==> src/rtl/ysyx_24100006_fencei_ctrl_pkg.sv <==
// Shared definitions for the fence.i sequencer: FSM state encodings and
// default counter widths.
package ysyx_24100006_fencei_ctrl_pkg;

  localparam int TMO_W_DEF = 8;
  localparam int CNT_W_DEF = 16;
  localparam int FS_W      = 3;

  localparam logic [FS_W-1:0] FS_IDLE    = 3'd0;
  localparam logic [FS_W-1:0] FS_DRAIN   = 3'd1;
  localparam logic [FS_W-1:0] FS_FLUSH   = 3'd2;
  localparam logic [FS_W-1:0] FS_WAIT    = 3'd3;
  localparam logic [FS_W-1:0] FS_RELEASE = 3'd4;

endpackage

==> src/rtl/ysyx_24100006_fencei_ctrl_if.sv <==
// EXE-stage handshake bundle: the ID_EXE->EXEU (upstream) and EXEU->EXE_MEM
// (downstream) valid/ready pairs plus the instruction info the sequencer needs.
//
// Handshake rule (both pairs): a transfer happens on a posedge where valid and
// ready are both 1. Once valid is raised it stays high, and its payload
// (is_fence_i, pc_add_4) stays stable, until that transfer. ready may change
// freely and may depend combinationally on valid.
interface ysyx_24100006_fencei_ctrl_if;

  logic        exe_out_valid;
  logic        exe_out_ready;
  logic        exe_in_valid;
  logic        exe_in_ready;
  logic        is_fence_i;
  logic [31:0] pc_add_4;

  // Pipeline side: presents the instruction, consumes the gated handshake.
  modport master (
    output exe_out_valid,
    output is_fence_i,
    output pc_add_4,
    output exe_in_ready,
    input  exe_out_ready,
    input  exe_in_valid
  );

  // Sequencer side.
  modport slave (
    input  exe_out_valid,
    input  is_fence_i,
    input  pc_add_4,
    input  exe_in_ready,
    output exe_out_ready,
    output exe_in_valid
  );

endinterface

==> src/rtl/ysyx_24100006_fencei_ctrl.sv <==
// fence.i sequencer at EXE: holds the fence.i in EXE while stores drain and
// the icache flushes, then releases it downstream and redirects fetch to pc+4.
module ysyx_24100006_fencei_ctrl
  import ysyx_24100006_fencei_ctrl_pkg::*;
#(
  parameter int TMO_W = TMO_W_DEF,
  parameter int CNT_W = CNT_W_DEF
) (
  input  logic                 clk,
  input  logic                 reset,
  ysyx_24100006_fencei_ctrl_if.slave exe,
  input  logic                 mem_store_pending,
  input  logic                 icache_flush_done,
  output logic                 icache_flush_req,
  output logic                 fence_redirect_valid,
  output logic [31:0]          fence_redirect_pc,
  output logic                 fence_busy,
  output logic                 fence_timeout,
  output logic [CNT_W-1:0]     fence_cnt,
  output logic [FS_W-1:0]      fsm_state
);

  localparam logic [TMO_W-1:0] TMO_MAX = '1;
  localparam logic [TMO_W-1:0] TMO_PRE = TMO_MAX - 1'b1;
  localparam logic [CNT_W-1:0] CNT_MAX = '1;

  logic [FS_W-1:0]  state;
  logic [FS_W-1:0]  state_nxt;
  logic [31:0]      pc_q;
  logic [TMO_W-1:0] tmo;
  logic             fire_f;
  logic             xfer_f;

  assign fire_f = exe.exe_out_valid & exe.is_fence_i;
  assign xfer_f = (state == FS_RELEASE) & exe.exe_in_ready;

  always_comb begin
    state_nxt         = state;
    exe.exe_in_valid  = 1'b0;
    exe.exe_out_ready = 1'b0;
    case (state)
      FS_IDLE: begin
        if (fire_f) begin
          state_nxt = FS_DRAIN;
        end else begin
          exe.exe_in_valid  = exe.exe_out_valid;
          exe.exe_out_ready = exe.exe_in_ready;
        end
      end
      FS_DRAIN: begin
        if (!mem_store_pending) state_nxt = FS_FLUSH;
      end
      FS_FLUSH: begin
        state_nxt = FS_WAIT;
      end
      FS_WAIT: begin
        if (icache_flush_done) state_nxt = FS_RELEASE;
      end
      FS_RELEASE: begin
        exe.exe_in_valid  = 1'b1;
        exe.exe_out_ready = exe.exe_in_ready;
        if (exe.exe_in_ready) state_nxt = FS_IDLE;
      end
      default: state_nxt = FS_IDLE;
    endcase
  end

  always_ff @(posedge clk) begin
    if (reset) begin
      state         <= FS_IDLE;
      pc_q          <= '0;
      tmo           <= '0;
      fence_timeout <= 1'b0;
      fence_cnt     <= '0;
    end else begin
      state <= state_nxt;
      if (state == FS_IDLE && fire_f) pc_q <= exe.pc_add_4;
      if (state == FS_FLUSH) tmo <= '0;
      // Timeout flag rises together with the counter reaching all-ones,
      // so it is visible right after the (2**TMO_W-1)-th waiting cycle.
      if (state == FS_WAIT && !icache_flush_done) begin
        if (tmo != TMO_MAX) tmo <= tmo + 1'b1;
        if (tmo >= TMO_PRE) fence_timeout <= 1'b1;
      end
      if (xfer_f && fence_cnt != CNT_MAX) fence_cnt <= fence_cnt + 1'b1;
    end
  end

  // Both pulses decode the registered state, so they can never overlap.
  assign icache_flush_req     = (state == FS_FLUSH);
  assign fence_redirect_valid = xfer_f;
  assign fence_redirect_pc    = pc_q;
  assign fence_busy           = (state != FS_IDLE);
  assign fsm_state            = state;

endmodule

==> src/flat_wrapper.sv <==
// flat-port wrapper written by rule: the top's interface ports become plain ports
module ysyx_24100006_fencei_ctrl_flat import ysyx_24100006_fencei_ctrl_pkg::*;
#(
  parameter int TMO_W = TMO_W_DEF,
  parameter int CNT_W = CNT_W_DEF
)
  (clk, reset, mem_store_pending, icache_flush_done, icache_flush_req, fence_redirect_valid, fence_redirect_pc, fence_busy, fence_timeout, fence_cnt, fsm_state, exe_exe_out_valid, exe_is_fence_i, exe_pc_add_4, exe_exe_in_ready, exe_exe_out_ready, exe_exe_in_valid);
  ysyx_24100006_fencei_ctrl_if exe_i ();
  input  logic clk;
  input  logic reset;
  input  logic mem_store_pending;
  input  logic icache_flush_done;
  output logic icache_flush_req;
  output logic fence_redirect_valid;
  output logic [31:0] fence_redirect_pc;
  output logic fence_busy;
  output logic fence_timeout;
  output logic [CNT_W-1:0] fence_cnt;
  output logic [FS_W-1:0] fsm_state;
  input wire logic [$bits(exe_i.exe_out_valid)-1:0] exe_exe_out_valid;
  input wire logic [$bits(exe_i.is_fence_i)-1:0] exe_is_fence_i;
  input wire logic [$bits(exe_i.pc_add_4)-1:0] exe_pc_add_4;
  input wire logic [$bits(exe_i.exe_in_ready)-1:0] exe_exe_in_ready;
  output wire logic [$bits(exe_i.exe_out_ready)-1:0] exe_exe_out_ready;
  output wire logic [$bits(exe_i.exe_in_valid)-1:0] exe_exe_in_valid;
  assign exe_i.exe_out_valid = exe_exe_out_valid;
  assign exe_i.is_fence_i = exe_is_fence_i;
  assign exe_i.pc_add_4 = exe_pc_add_4;
  assign exe_i.exe_in_ready = exe_exe_in_ready;
  assign exe_exe_out_ready = exe_i.exe_out_ready;
  assign exe_exe_in_valid = exe_i.exe_in_valid;
  ysyx_24100006_fencei_ctrl #(.TMO_W(TMO_W), .CNT_W(CNT_W)) u_core (.clk(clk), .reset(reset), .exe(exe_i), .mem_store_pending(mem_store_pending), .icache_flush_done(icache_flush_done), .icache_flush_req(icache_flush_req), .fence_redirect_valid(fence_redirect_valid), .fence_redirect_pc(fence_redirect_pc), .fence_busy(fence_busy), .fence_timeout(fence_timeout), .fence_cnt(fence_cnt), .fsm_state(fsm_state));
endmodule
==> config.mk <==
export PLATFORM = sky130hd
export DESIGN_NAME = ysyx_24100006_fencei_ctrl_flat
export DESIGN_NICKNAME = d
export VERILOG_FILES = /design/src/rtl/ysyx_24100006_fencei_ctrl_pkg.sv /design/src/rtl/ysyx_24100006_fencei_ctrl_if.sv /design/src/rtl/ysyx_24100006_fencei_ctrl.sv /design/src/flat_wrapper.sv
export SDC_FILE = /design/constraint.sdc
export NUM_CORES = 1
export LEC_CHECK = 0
export BUFFER_PORTS_ARGS = -buffer_cell sky130_fd_sc_hd__buf_2
export CORE_MARGIN = 5
export CORE_UTILIZATION = 53
export CTS_CLUSTER_DIAMETER = 100
export DETAILED_ROUTE_END_ITERATION = 6
export GPL_TIMING_DRIVEN = 0
export PLACE_DENSITY = 0.86
export SYNTH_ARGS = -nofsm -noshare
export SYNTH_HDL_FRONTEND = slang
export SYNTH_SLANG_ARGS = --single-unit
==> constraint.sdc <==
create_clock -name clk -period 4.3 [get_ports clk]
set_input_delay 0.86 -clock clk [delete_from_list [all_inputs] [get_ports clk]]
set_output_delay 0.86 -clock clk [all_outputs]
set_load 0.01 [all_outputs]
==> metrics.txt <==
# TYPE chip_impl_metric gauge
chip_impl_info{name="status",value="finished, final reports clean"} 1
chip_impl_metric{name="cts_num_sinks",unit=""} 60
chip_impl_metric{name="die_area",unit="mm²"} 0.00652
chip_impl_metric{name="comb_power_share",unit="%"} 9.9
chip_impl_metric{name="pin_count",unit=""} 96
chip_impl_info{name="hp-class",value="flip-flop to flip-flop"} 1
chip_impl_metric{name="grt_max_degree",unit=""} 11
chip_impl_metric{name="netlist_area",unit="mm²"} 0.00265
chip_impl_metric{name="grt.total_usage",unit="%"} 22.1
chip_impl_metric{name="timing_worst_slew_pin_value",unit="ns"} 0.754
chip_impl_metric{name="floorplan.die.height",unit="µm"} 80.7
chip_impl_metric{name="max-slew-margin-rel",unit="%"} 49.3
chip_impl_metric{name="cts_made_buffers",unit=""} 9
chip_impl_info{name="tritoncts",value="done"} 1
chip_impl_metric{name="wl_per_cell",unit="µm"} 14.0
chip_impl_metric{name="clock.fmax",unit="GHz"} 0.379
chip_impl_metric{name="start_util",unit="%"} 55.4
chip_impl_metric{name="netSwitchingPower",unit="µW"} 307
chip_impl_metric{name="slew_viol_final",unit=""} 0
chip_impl_info{name="synth_top_cells_by_area",value="dfxtp_1 45%, nand2_1 10%, a21oi_1 9.6%"} 1
chip_impl_metric{name="synth_seq_cells",unit=""} 60
chip_impl_metric{name="cellPowerDensity",unit="mW/mm²"} 405
chip_impl_metric{name="route.vias.total",unit=""} 2708
chip_impl_metric{name="timing.critical_path.fanout_max",unit=""} 10
chip_impl_metric{name="power.switching_fraction",unit="%"} 21.8
chip_impl_metric{name="antenna-diode-count",unit=""} 0
chip_impl_metric{name="post-route-drc-count",unit=""} 0
chip_impl_metric{name="buffer_ports.inserted",unit=""} 95
chip_impl_metric{name="globalRoute.totalOverflow",unit=""} 0
chip_impl_metric{name="netlist-cell-type-count",unit=""} 46
chip_impl_metric{name="yosys_warning_count",unit=""} 0
chip_impl_metric{name="wl_met2",unit="mm"} 3.50
chip_impl_metric{name="maxCapViolations",unit=""} 0
chip_impl_info{name="worst_setup_path_end_kind",value="primary output"} 1
chip_impl_metric{name="drive_gt1_share",unit="%"} 28.5
chip_impl_metric{name="cell_leakage_power",unit="nW"} 1.55
chip_impl_metric{name="wirelength_met1",unit="mm"} 2.93
chip_impl_metric{name="post_cts_hold_buffer_count",unit=""} 0
chip_impl_metric{name="worst_slack_setup_final",unit="ns"} 1.66
chip_impl_metric{name="avgViaCountPerCell",unit=""} 5.39
chip_impl_metric{name="layout_worst_path_cycle_share",unit="%"} 61.4
chip_impl_metric{name="die_w",unit="µm"} 80.7
chip_impl_metric{name="route.met3.wl",unit="µm"} 468
chip_impl_info{name="cts_root_buf",value="clkbuf_8"} 1
chip_impl_info{name="synth_flop_cell",value="dfxtp_1"} 1
chip_impl_metric{name="clock_power_share",unit="%"} 48.6
chip_impl_metric{name="firstDrtPassIters",unit=""} 5
chip_impl_metric{name="final_nets",unit=""} 473
chip_impl_info{name="crit_path_frequent_cell",value="clkbuf_1"} 1
chip_impl_metric{name="clock_insertion_delay_worst_skew",unit="ns"} 0.33
chip_impl_metric{name="drt_first_iter_violations",unit=""} 171
chip_impl_info{name="cp_cell_sequence",value="clkbuf_1 > or3b_2 > clkbuf_1 > inv_1 > buf_2"} 1
chip_impl_metric{name="sum_of_net_half_perimeters_after_detailed_placement",unit="mm"} 5.09
chip_impl_metric{name="rows",unit=""} 25
chip_impl_metric{name="clk_pin_slew",unit="ns"} 0.06
chip_impl_metric{name="flop_pwr_share",unit="%"} 41.5
chip_impl_info{name="unrepaired_setup_endpoints_after_global_routing",value="false"} 1
chip_impl_metric{name="post_cts_repair_resize_count",unit=""} 0
chip_impl_metric{name="finalCoreUtilization",unit="%"} 72.8
chip_impl_info{name="yosys.cell_count.top_type",value="nand2_1"} 1
chip_impl_metric{name="power",unit="mW"} 1.41
chip_impl_metric{name="cell_internal_pwr",unit="mW"} 1.10
chip_impl_metric{name="grt_antenna_before_repair",unit=""} 0
chip_impl_info{name="worstSetupStartpointType",value="flip-flop"} 1
chip_impl_metric{name="number_of_failing_hold_endpoints_at_the_final_stage",unit=""} 0
chip_impl_metric{name="drt-total-wl",unit="mm"} 7.03
chip_impl_metric{name="flow.area_growth_from_synthesis",unit="%"} 31.3
chip_impl_metric{name="vdd.ir_drop.worst",unit="mV"} 0.268
chip_impl_metric{name="synth-async-reset-ratio",unit="%"} 0
chip_impl_metric{name="gp_congestion",unit=""} 0.841
chip_impl_metric{name="floorplan.core_area",unit="mm²"} 0.00479
chip_impl_metric{name="clock_skew",unit="ns"} 0.00552
chip_impl_metric{name="cts_buffer_depth",unit=""} 2
chip_impl_metric{name="crit_arrival",unit="ns"} 1.78
chip_impl_metric{name="cts_post_setup_buffers_inserted",unit=""} 0
chip_impl_metric{name="placement.setup.worst_slack",unit="ns"} 1.86
chip_impl_metric{name="number_of_synthesized_flops_with_an_enable_pin",unit=""} 0
chip_impl_info{name="crit_type",value="flip-flop to primary output"} 1
chip_impl_info{name="worst_path_max_delay_cell",value="or3b_2"} 1
chip_impl_metric{name="clock_period_minus_worst_slack",unit="ns"} 2.64
chip_impl_metric{name="number_of_global_route_vias_before_repair",unit=""} 2437
chip_impl_metric{name="setup_total_negative_slack",unit="ns"} 0
chip_impl_metric{name="ys_seq_area_share",unit="%"} 45.3
chip_impl_metric{name="ctsHtreeMaxLevel",unit=""} 3
chip_impl_metric{name="synth_nets",unit=""} 367
chip_impl_metric{name="worst_path_largest_cell_delay",unit="ns"} 0.48
chip_impl_metric{name="postRouteAntennaNets",unit=""} 0
chip_impl_metric{name="worst_ep_required_time",unit="ns"} 3.44
chip_impl_metric{name="first_pass_grt_wire_length",unit="mm"} 11.2
chip_impl_metric{name="setup_violations",unit=""} 0
chip_impl_metric{name="yosysTopAreaCellShare",unit="%"} 45.3
chip_impl_info{name="synth_top_cells_by_count",value="74 x nand2_1, 60 x dfxtp_1, 51 x a21oi_1"} 1
chip_impl_metric{name="post_synth_inst_count",unit=""} 325
chip_impl_info{name="netlist.top_cell.by_area",value="dfxtp_1"} 1
chip_impl_metric{name="avgSynthCellArea",unit="µm²"} 8.16
chip_impl_info{name="max_used_layer",value="met4"} 1
-- kinds of logic (layout without fill, tap and decap cells) --
family	count (synthesis)	after routing	share of synthesized area (%)
simple gates	148	148	28.7
flops	60	60	45.3
mux	5	5	2.08
compound gates	81	81	17.9
buf+inv	27	137	4.29
fa+ha+maj	3	3	1.42
xor+xnor	1	1	0.330
-- sequential cells by signal (all words and copies together), names as in the netlist --
| signal | flops |
|---|---|
| u_core.fence_redirect_pc | 32 |
| u_core.fence_cnt | 16 |
| u_core.tmo | 8 |
| u_core.fsm_state | 3 |
| u_core.fence_timeout | 1 |
-- critical path: cells and delay by family, from the launching register on --
kind,cells,cell delay (ns)
DFF,1,0.35
and+or+nand+nor,1,0.48
buffers and inverters,4,0.61
-- through the flow --
stage          cell area (µm²)  hold slack (ns)  instances
2_1_floorplan             2650            0.463        325
3_3_place_gp              3210            0.439        487
3_5_place_dp              3210            0.444        487
4_1_cts                   3480            0.453        502
5_1_grt                   3480            0.470        502
6_report                  3480            0.451        502
-- final timing paths --
check / start / endpoint / slack (ns) / cells past startpoint
max: u_core.fsm_state[2] / icache_flush_req / 1.66 / 5
min: u_core.fence_redirect_pc[17] / u_core.fence_redirect_pc[17] / 0.45 / 2
max reg2reg: u_core.fsm_state[0] / u_core.fence_redirect_pc[4] / 2.34 / 5
min reg2reg: u_core.fence_redirect_pc[17] / u_core.fence_redirect_pc[17] / 0.45 / 2
-- area by class of cell --
class / count / area, µm²
multi-input cells: 238 / 1340
fillers: 403 / 1300
flip-flops and latches: 60 / 1200
repair buffers: 95 / 475
clock buffers: 11 / 151
clock inverters: 4 / 120
plain buffers: 20 / 87.6
well taps: 67 / 83.8
inverters: 7 / 26.3
-- per-layer routing --
layer / global-route usage, % / vias to the layer above
met1: 26.1 / 1242
met3: 5.43 / 14
met4: 10.3 / 0
li1: - / 1365
met5: 0 / -
met2: 37.8 / 87
-- layout by cell type (no fill, tap or decap), types with 2 or more instances in the layout --
master,n
nand4_1,4
nor3_1,9
a211oi_1,2
and3_1,7
nand3_1,9
bufinv_16,4
o41ai_1,3
a311oi_1,3
and4_1,3
inv_1,7
a31oi_1,3
nor4bb_1,2
nor2_1,13
nand2_1,74
buf_2,99
mux2_1,3
o21ai_0,6
or4_1,4
nand4_2,2
a21oi_1,51
nor2b_1,5
dfxtp_1,60
clkbuf_1,15
o311ai_0,2
nand2b_1,2
clkbuf_8,11
or2_2,2
or3_1,4
o211ai_1,2
ha_1,3
o31ai_1,4
-- power by group through the flow --
stage / clock (mW) / sequential (mW) / combinational (mW)
6_report: 0.686 / 0.587 / 0.140
5_1_grt: 0.722 / 0.589 / 0.155
4_1_cts: 0.690 / 0.587 / 0.141
3_5_place_dp: 0 / 0.599 / 0.140
3_3_place_gp: 0 / 0.598 / 0.138
2_1_floorplan: 0 / 0.608 / 0.0694
(Power assumes the default switching activity.)
